File: src/rtl/gps_cfg_pkg.sv
`default_nettype none
// +----------------------------------------------------------------------------+
// | gps_cfg_pkg : shared types, PMTK command ROM and ack string for the GNSS   |
// |               configuration controller (watchdog macro: GPS_CFG_WDOG_EN).  |
// | Revision    : 1.0                                                          |
// +----------------------------------------------------------------------------+
package gps_cfg_pkg;

    typedef enum logic [2:0] {
        ST_IDLE     = 3'd0,
        ST_PWR_WAIT = 3'd1,
        ST_SEND     = 3'd2,
        ST_WAIT_ACK = 3'd3,
        ST_NEXT     = 3'd4,
        ST_RUN      = 3'd5,
        ST_ERROR    = 3'd6
    } state_e;

    localparam int CMD_NUM  = 2;
    localparam int CMD0_LEN = 18;
    localparam int CMD1_LEN = 51;

    // First character sits in the most significant byte of each string.
    localparam logic [8*CMD0_LEN-1:0] CMD0_STR = {"$PMTK220,1000*1F", 8'h0D, 8'h0A};
    localparam logic [8*CMD1_LEN-1:0] CMD1_STR = {"$PMTK314,0,1,", "0,0,0,0,0,",
                                                  "0,0,0,0,0,", "0,0,0,0,0,",
                                                  "0,0*29", 8'h0D, 8'h0A};

    localparam logic [7:0] CMD_LEN [CMD_NUM] = '{8'd18, 8'd51};

    localparam logic [63:0] ACK_STR = "$PMTK001";

    function automatic logic [7:0] cmd_len(input logic [1:0] idx);
        return (idx == 2'd0) ? CMD_LEN[0] : CMD_LEN[1];
    endfunction

    function automatic logic [7:0] rom_byte(input logic [1:0] idx, input logic [7:0] ptr);
        logic [8*CMD0_LEN-1:0] t0;
        logic [8*CMD1_LEN-1:0] t1;
        t0 = CMD0_STR << (8 * ptr);
        t1 = CMD1_STR << (8 * ptr);
        return (idx == 2'd0) ? t0[8*CMD0_LEN-1 -: 8] : t1[8*CMD1_LEN-1 -: 8];
    endfunction

    function automatic logic [31:0] sat_inc(input logic [31:0] v);
        return (v == 32'hFFFF_FFFF) ? v : v + 32'd1;
    endfunction

endpackage
`default_nettype wire

File: src/rtl/gps_ack_det.sv
`default_nettype none
// +----------------------------------------------------------------------------+
// | gps_ack_det : spots "$PMTK001" in the UART receive stream and emits a      |
// |               one-cycle registered hit pulse.                              |
// | Revision    : 1.0                                                          |
// +----------------------------------------------------------------------------+
module gps_ack_det
    import gps_cfg_pkg::*;
(
    input  logic       clk_i,
    input  logic       rst_i,
    input  logic [7:0] po_data_i,
    input  logic       po_flag_i,
    output logic       hit_o
);

    logic [63:0] sh_q, sh_d;
    logic        hit_q;

    // A '$' starts a fresh sentence, so older bytes can never join a match.
    always_comb begin
        sh_d = sh_q;
        if (po_flag_i) begin
            if (po_data_i == 8'h24) begin
                sh_d = {56'd0, po_data_i};
            end else begin
                sh_d = {sh_q[55:0], po_data_i};
            end
        end
    end

    always_ff @(posedge clk_i) begin
        if (rst_i) begin
            sh_q  <= '0;
            hit_q <= 1'b0;
        end else begin
            sh_q  <= sh_d;
            hit_q <= po_flag_i && (sh_d == ACK_STR);
        end
    end

    assign hit_o = hit_q;

endmodule
`default_nettype wire

File: src/rtl/gps_cfg_ctrl.sv
`default_nettype none
// +----------------------------------------------------------------------------+
// | gps_cfg_ctrl : sends PMTK setup commands, waits for acks with retry, then  |
// |                enables the time parser. GPS_CFG_WDOG_EN adds a watchdog.   |
// | Revision     : 1.0                                                         |
// +----------------------------------------------------------------------------+
module gps_cfg_ctrl
    import gps_cfg_pkg::*;
#(
    parameter int unsigned PWR_DLY   = 50_000_000,
    parameter int unsigned ACK_TO    = 25_000_000,
    parameter int unsigned MAX_RETRY = 3,
    parameter int unsigned WDOG_TO   = 150_000_000
) (
    input  logic       sys_clk,
    input  logic       sys_rst,
    input  logic [7:0] po_data,
    input  logic       po_flag,
    input  logic       sentence_ok,
    output logic [7:0] tx_data,
    output logic       tx_valid,
    input  logic       tx_ready,
    output logic       parser_en,
    output logic       cfg_done,
    output logic       cfg_err,
    output logic [1:0] cmd_idx
);

    state_e      state_q;
    logic [31:0] cnt_q;
    logic [31:0] retry_q;
    logic [7:0]  byte_ptr_q;
    logic [1:0]  cmd_idx_q;
    logic [7:0]  tx_data_q;
    logic        tx_valid_q;
    logic        parser_en_q;
    logic        cfg_done_q;
    logic        cfg_err_q;
`ifdef GPS_CFG_WDOG_EN
    logic [31:0] wdog_q;
`else
    wire         w_unused_ok = sentence_ok | (WDOG_TO == 32'd0);
`endif

    logic w_ack_hit;
    logic w_accept;

    assign w_accept = tx_valid_q && tx_ready;

    gps_ack_det u_ack_det (
        .clk_i     (sys_clk),
        .rst_i     (sys_rst),
        .po_data_i (po_data),
        .po_flag_i (po_flag),
        .hit_o     (w_ack_hit)
    );

    always_ff @(posedge sys_clk) begin
        if (sys_rst) begin
            state_q     <= ST_IDLE;
            cnt_q       <= '0;
            retry_q     <= '0;
            byte_ptr_q  <= '0;
            cmd_idx_q   <= '0;
            tx_data_q   <= '0;
            tx_valid_q  <= 1'b0;
            parser_en_q <= 1'b0;
            cfg_done_q  <= 1'b0;
            cfg_err_q   <= 1'b0;
`ifdef GPS_CFG_WDOG_EN
            wdog_q      <= '0;
`endif
        end else begin
            case (state_q)
                ST_IDLE: begin
                    state_q <= ST_PWR_WAIT;
                    cnt_q   <= '0;
                end
                ST_PWR_WAIT: begin
                    if (cnt_q == 32'(PWR_DLY - 1)) begin
                        state_q    <= ST_SEND;
                        cnt_q      <= '0;
                        byte_ptr_q <= '0;
                        tx_data_q  <= rom_byte(cmd_idx_q, 8'd0);
                        tx_valid_q <= 1'b1;
                    end else begin
                        cnt_q <= sat_inc(cnt_q);
                    end
                end
                ST_SEND: begin
                    // tx_data only advances on acceptance, so a stall holds it.
                    if (w_accept) begin
                        if (byte_ptr_q == cmd_len(cmd_idx_q) - 8'd1) begin
                            state_q    <= ST_WAIT_ACK;
                            tx_valid_q <= 1'b0;
                            byte_ptr_q <= '0;
                            cnt_q      <= '0;
                        end else begin
                            byte_ptr_q <= byte_ptr_q + 8'd1;
                            tx_data_q  <= rom_byte(cmd_idx_q, byte_ptr_q + 8'd1);
                        end
                    end
                end
                ST_WAIT_ACK: begin
                    if (w_ack_hit) begin
                        state_q <= ST_NEXT;
                        retry_q <= '0;
                    end else if (cnt_q == 32'(ACK_TO - 1)) begin
                        if (retry_q < MAX_RETRY) begin
                            retry_q    <= sat_inc(retry_q);
                            state_q    <= ST_SEND;
                            byte_ptr_q <= '0;
                            tx_data_q  <= rom_byte(cmd_idx_q, 8'd0);
                            tx_valid_q <= 1'b1;
                        end else begin
                            state_q     <= ST_ERROR;
                            cfg_err_q   <= 1'b1;
                            parser_en_q <= 1'b0;
                        end
                    end else begin
                        cnt_q <= sat_inc(cnt_q);
                    end
                end
                ST_NEXT: begin
                    if (cmd_idx_q == 2'(CMD_NUM - 1)) begin
                        state_q     <= ST_RUN;
                        parser_en_q <= 1'b1;
                        cfg_done_q  <= 1'b1;
`ifdef GPS_CFG_WDOG_EN
                        wdog_q      <= '0;
`endif
                    end else begin
                        cmd_idx_q  <= cmd_idx_q + 2'd1;
                        state_q    <= ST_SEND;
                        byte_ptr_q <= '0;
                        tx_data_q  <= rom_byte(cmd_idx_q + 2'd1, 8'd0);
                        tx_valid_q <= 1'b1;
                    end
                end
                ST_RUN: begin
`ifdef GPS_CFG_WDOG_EN
                    // A sentence on the expiry cycle still counts as alive.
                    if (sentence_ok) begin
                        wdog_q <= '0;
                    end else if (wdog_q == 32'(WDOG_TO - 1)) begin
                        state_q     <= ST_PWR_WAIT;
                        parser_en_q <= 1'b0;
                        cfg_done_q  <= 1'b0;
                        cmd_idx_q   <= '0;
                        retry_q     <= '0;
                        cnt_q       <= '0;
                        wdog_q      <= '0;
                    end else begin
                        wdog_q <= sat_inc(wdog_q);
                    end
`endif
                end
                ST_ERROR: begin
                    tx_valid_q  <= 1'b0;
                    parser_en_q <= 1'b0;
                    cfg_err_q   <= 1'b1;
                end
                default: begin
                    state_q <= ST_IDLE;
                end
            endcase
        end
    end

    assign tx_data   = tx_data_q;
    assign tx_valid  = tx_valid_q;
    assign parser_en = parser_en_q;
    assign cfg_done  = cfg_done_q;
    assign cfg_err   = cfg_err_q;
    assign cmd_idx   = cmd_idx_q;

endmodule
`default_nettype wire

File: config.mk
export PLATFORM = sky130hd
export DESIGN_NAME = gps_cfg_ctrl
export DESIGN_NICKNAME = d
export VERILOG_FILES = /design/src/rtl/gps_cfg_pkg.sv /design/src/rtl/gps_ack_det.sv /design/src/rtl/gps_cfg_ctrl.sv
export SDC_FILE = /design/constraint.sdc
export NUM_CORES = 1
export LEC_CHECK = 0
export ABC_AREA = 1
export BUFFER_PORTS_ARGS = -buffer_cell sky130_fd_sc_hd__buf_2
export CORE_MARGIN = 4
export CORE_UTILIZATION = 60
export CTS_BUF_LIST = sky130_fd_sc_hd__clkbuf_16
export DETAILED_ROUTE_END_ITERATION = 6
export PLACE_DENSITY = 0.86
export SYNTH_ARGS = -nofsm -noshare
export SYNTH_HDL_FRONTEND = slang
export SYNTH_SLANG_ARGS = --single-unit
export TNS_END_PERCENT = 20
File: constraint.sdc
create_clock -name sys_clk -period 2.3 [get_ports sys_clk]
set_clock_uncertainty 0.05 [all_clocks]
set_input_delay 0.23 -clock sys_clk [delete_from_list [all_inputs] [get_ports sys_clk]]
set_output_delay 0.23 -clock sys_clk [all_outputs]
set_load 0.005 [all_outputs]
==> results.yml <==
status:
  status: "finished, violations left"
  violations: "DRC"
floorplanning:
  ios: 27
  initial_core_util: 0.6147
  core_area_sq_um: 13300
  die_w_um: 124.7
  rows: 42
  fp.dieH_um: 124.7
  dieArea_sq_um: 15550
power:
  p_per_area_nw_per_um2: 973.1
  max-vdd-ir-drop_mv: 0.6876
  p_leak_nw: 4.091
placed_design:
  place.gp.congestion: 0.9514
  dpl.cell_count: 1452
  pre_cts_ws_ns: 0.1163
  place_area_sq_um: 8660
  placement.io_buffers: 24
  hpwl_mm: 13.79
sta:
  finalHoldViolCount: 0
  finalMaxSlewViolations: 0
  rsz0062_at_grt: "true"
  fmax_mhz: 448.0
  setup-violations-final: 0
  worst_slew_pin_slew_ns: 0.6131
  fin_crit_ns: 2.232
  setup_tns_ns: 0
  period_share: 0.9704
  worst_slack_ns: 0.06800
  slew_headroom: 0.5875
global_route:
  grt.overflow.total: 0
  grt_pass1_wl_mm: 33.29
  grt_max_degree: 66
  grt_usage: 0.2539
  antenna_found_initial: 0
  grt_pass1_vias: 7248
synth:
  ys_seq_area_frac: 0.3748
  synthesis.nets: 1276
  syn-cell-area_sq_um: 8173
  yosysWarningCount: 0
  async_reset_ff_frac: 0
  synth_edf_count: 0
  ys_seq_elements: 153
  synth-main-ff-cell: "dfxtp_1"
  syn_inst: 1257
  synth_cell_types: 51
  avgSynthCellArea_sq_um: 6.502
drt:
  detail-route-antenna-nets: 0
  drc: 4
  wl_mm: 20.47
  routed-via-count: 8236
  vias_per_cell: 5.524
  routedWlPerCell_um: 13.73
  firstDrtPassIters: 7
  drtIter0Drc: 836
cells_and_area:
  final_cells: 1491
  synthToLayoutAreaGrowth_pct: 14.93
  nets: 1321
  fin_area_sq_um: 9393
  final_core_utilization: 0.7065
  seq_area_sq_um: 3068
  antenna_cells: 0
  multi_input_area_sq_um: 4358
  drive_gt1_frac: 0.1399
  num-fill-cells: 1090
critical_path:
  crit_type: "reg2reg"
  path_buf_inv: 1
  path_max_fanout: 6
  startpoint_type: "flop"
  endpoint_kind: "flop"
  path_cells: "ha_1 -> nand3b_1 -> nor2_1 -> nand2_1 -> o21ai_1 -> nand2_1 -> nor2_1 -> nand2_2 -> clkinv_1 -> o21ai_0 -> a31oi_1"
  r2r-start: "retry_q[0]$_SDFFE_PP0P_"
  cp_top_family: "simple AND/OR/NAND/NOR gates"
  cp_slowest_cell: "dfxtp_1"
  rr_endpoint: "tx_data[5]$_SDFFE_PP0P_"
  slowest_delay_ns: 0.33
  cp-endpoint: "tx_data[5]$_SDFFE_PP0P_"
  crit_cells: 11
  crit_start: "retry_q[0]$_SDFFE_PP0P_"
  r2r_cells: 11
  r2r_slack_ns: 0.07
  critPathArrivalTime_ns: 2.53
  cp.required_ns: 2.60
cts:
  clockBufferDepth: 2
  h-tree-depth: 4
  cts.sink_count: 153
  clk_pin_slew_ns: 0.06
  clock_latency_ns: 0.44
  cts_buffers: 17
  root_buffer: "clkbuf_16"
  cts_tree: "built"
min_path:
  min_path_type: "in2reg"
run:
  cap_violations: 0
logic make-up (layout without fill, tap and decap cells):
logic type / count (synthesis) / after routing / share of synthesized area
DFF: 153 / 153 / 0.3748
adders and majority gates: 6 / 6 / 0.009185
other: 1 / 1 / 0.0004588
AOI/OAI and AO/OA: 178 / 178 / 0.1324
xor gates and xnor gates: 12 / 12 / 0.01378
buffers and inverters: 206 / 264 / 0.1010
muxes: 1 / 1 / 0.001225
and+or+nand+nor: 700 / 700 / 0.3671
power by group:
part,switching (mW),total [mW],internal [mW]
clock network,1.19,2.81,1.62
registers,0.136,2.94,2.81
logic,2.22,3.38,1.16
total,3.55,9.14,5.59
worst min-delay path, stage by stage:
cell and delay [ns]:
buf_2 0.09, mux2i_1 0.07, nor2_1 0.08
stage by stage:
stage          hold WS (ns)  power, mW
6_report            0.01882      9.140
5_1_grt             0.03307      9.608
4_1_cts            0.009507      8.921
3_5_place_dp         0.3786      6.094
3_3_place_gp         0.3758      6.072
2_1_floorplan        0.3149      5.227
state kept, by name, summed over array words and instances (netlist names):
signal           count
byte_ptr_q           8
cfg_done             1
cfg_err              1
cmd_idx              2
cnt_q               32
parser_en            1
retry_q             32
state_q              3
tx_data              7
tx_valid             1
u_ack_det.hit_o      1
u_ack_det.sh_q      64
synth_stat cells (all sizes together) (4+ instances only):
cell type / number / share of area
nand3: 63 / 0.041
dfxtp: 153 / 0.37
nor3: 36 / 0.024
nand3b: 4 / 0.0037
clkbuf: 27 / 0.012
o21ai: 44 / 0.027
nand2: 298 / 0.14
nor2: 269 / 0.13
nand4: 20 / 0.016
xor2: 9 / 0.011
a31oi: 16 / 0.012
clkinv: 4 / 0.0018
buf: 22 / 0.017
a211oi: 8 / 0.012
o211ai: 4 / 0.0037
ha: 6 / 0.0092
inv: 153 / 0.070
nor4: 8 / 0.0069
a21oi: 77 / 0.047
a22o: 15 / 0.016
worst min-delay path by stage:
| stage | startpoint | endpoint | cells after the start |
|---|---|---|---|
| floorplan | po_data[6] | u_ack_det.sh_q[6]$_SDFF_PP0_ | 2 |
| global placement | retry_q[23]$_SDFFE_PP0P_ | retry_q[23]$_SDFFE_PP0P_ | 2 |
| detailed placement | retry_q[15]$_SDFFE_PP0P_ | retry_q[15]$_SDFFE_PP0P_ | 2 |
| CTS | po_data[3] | u_ack_det.sh_q[3]$_SDFF_PP0_ | 3 |
| global route | po_data[5] | u_ack_det.sh_q[5]$_SDFF_PP0_ | 3 |
| finish | po_data[3] | u_ack_det.sh_q[3]$_SDFF_PP0_ | 3 |
metal layers:
metal	GRT usage	up-vias	wire length, um
met1	0.3408	3754	9178
li1	-	4113	-
met5	0	-	0
met2	0.4043	314	9581
met4	0.08962	0	453
met3	0.05446	55	1260
placed cells by master (no fill, tap or decap), drive strengths merged, types with 2 or more instances in the layout:
master / count
inv: 160
o21ai: 44
o211ai: 4
nor3: 36
o31ai: 2
nand4: 20
dfxtp: 153
xnor2: 3
clkinv: 7
a22o: 15
o2111ai: 3
xor2: 9
a211oi: 8
nor2: 269
ha: 6
a31oi: 16
clkinvlp: 6
a21oi: 77
nand3b: 4
nor4: 8
a22oi: 3
a21boi: 2
buf: 71
nand3: 63
bufinv: 2
clkbuf: 17
nand2: 298
repair_timing:
action                                 in CTS  in global routing
resized for setup                           0                 31
setup endpoints to repair                   0                 48
setup buffers                               0                  3
hold buffers                                1                  0
endpoints found under the hold margin       1                  0
cell type report:
cell class / instances / area share
clock buffer: 17 / 0.04529
clock inverter: 15 / 0.01745
multi-input combinational: 898 / 0.4640
inverter: 157 / 0.06341
timing repair inverter: 3 / 0.002398
timing repair buffer: 72 / 0.05741
tap: 176 / 0.02344
sequential: 153 / 0.3266
No activity file was read; power rests on OpenSTA's default activity.
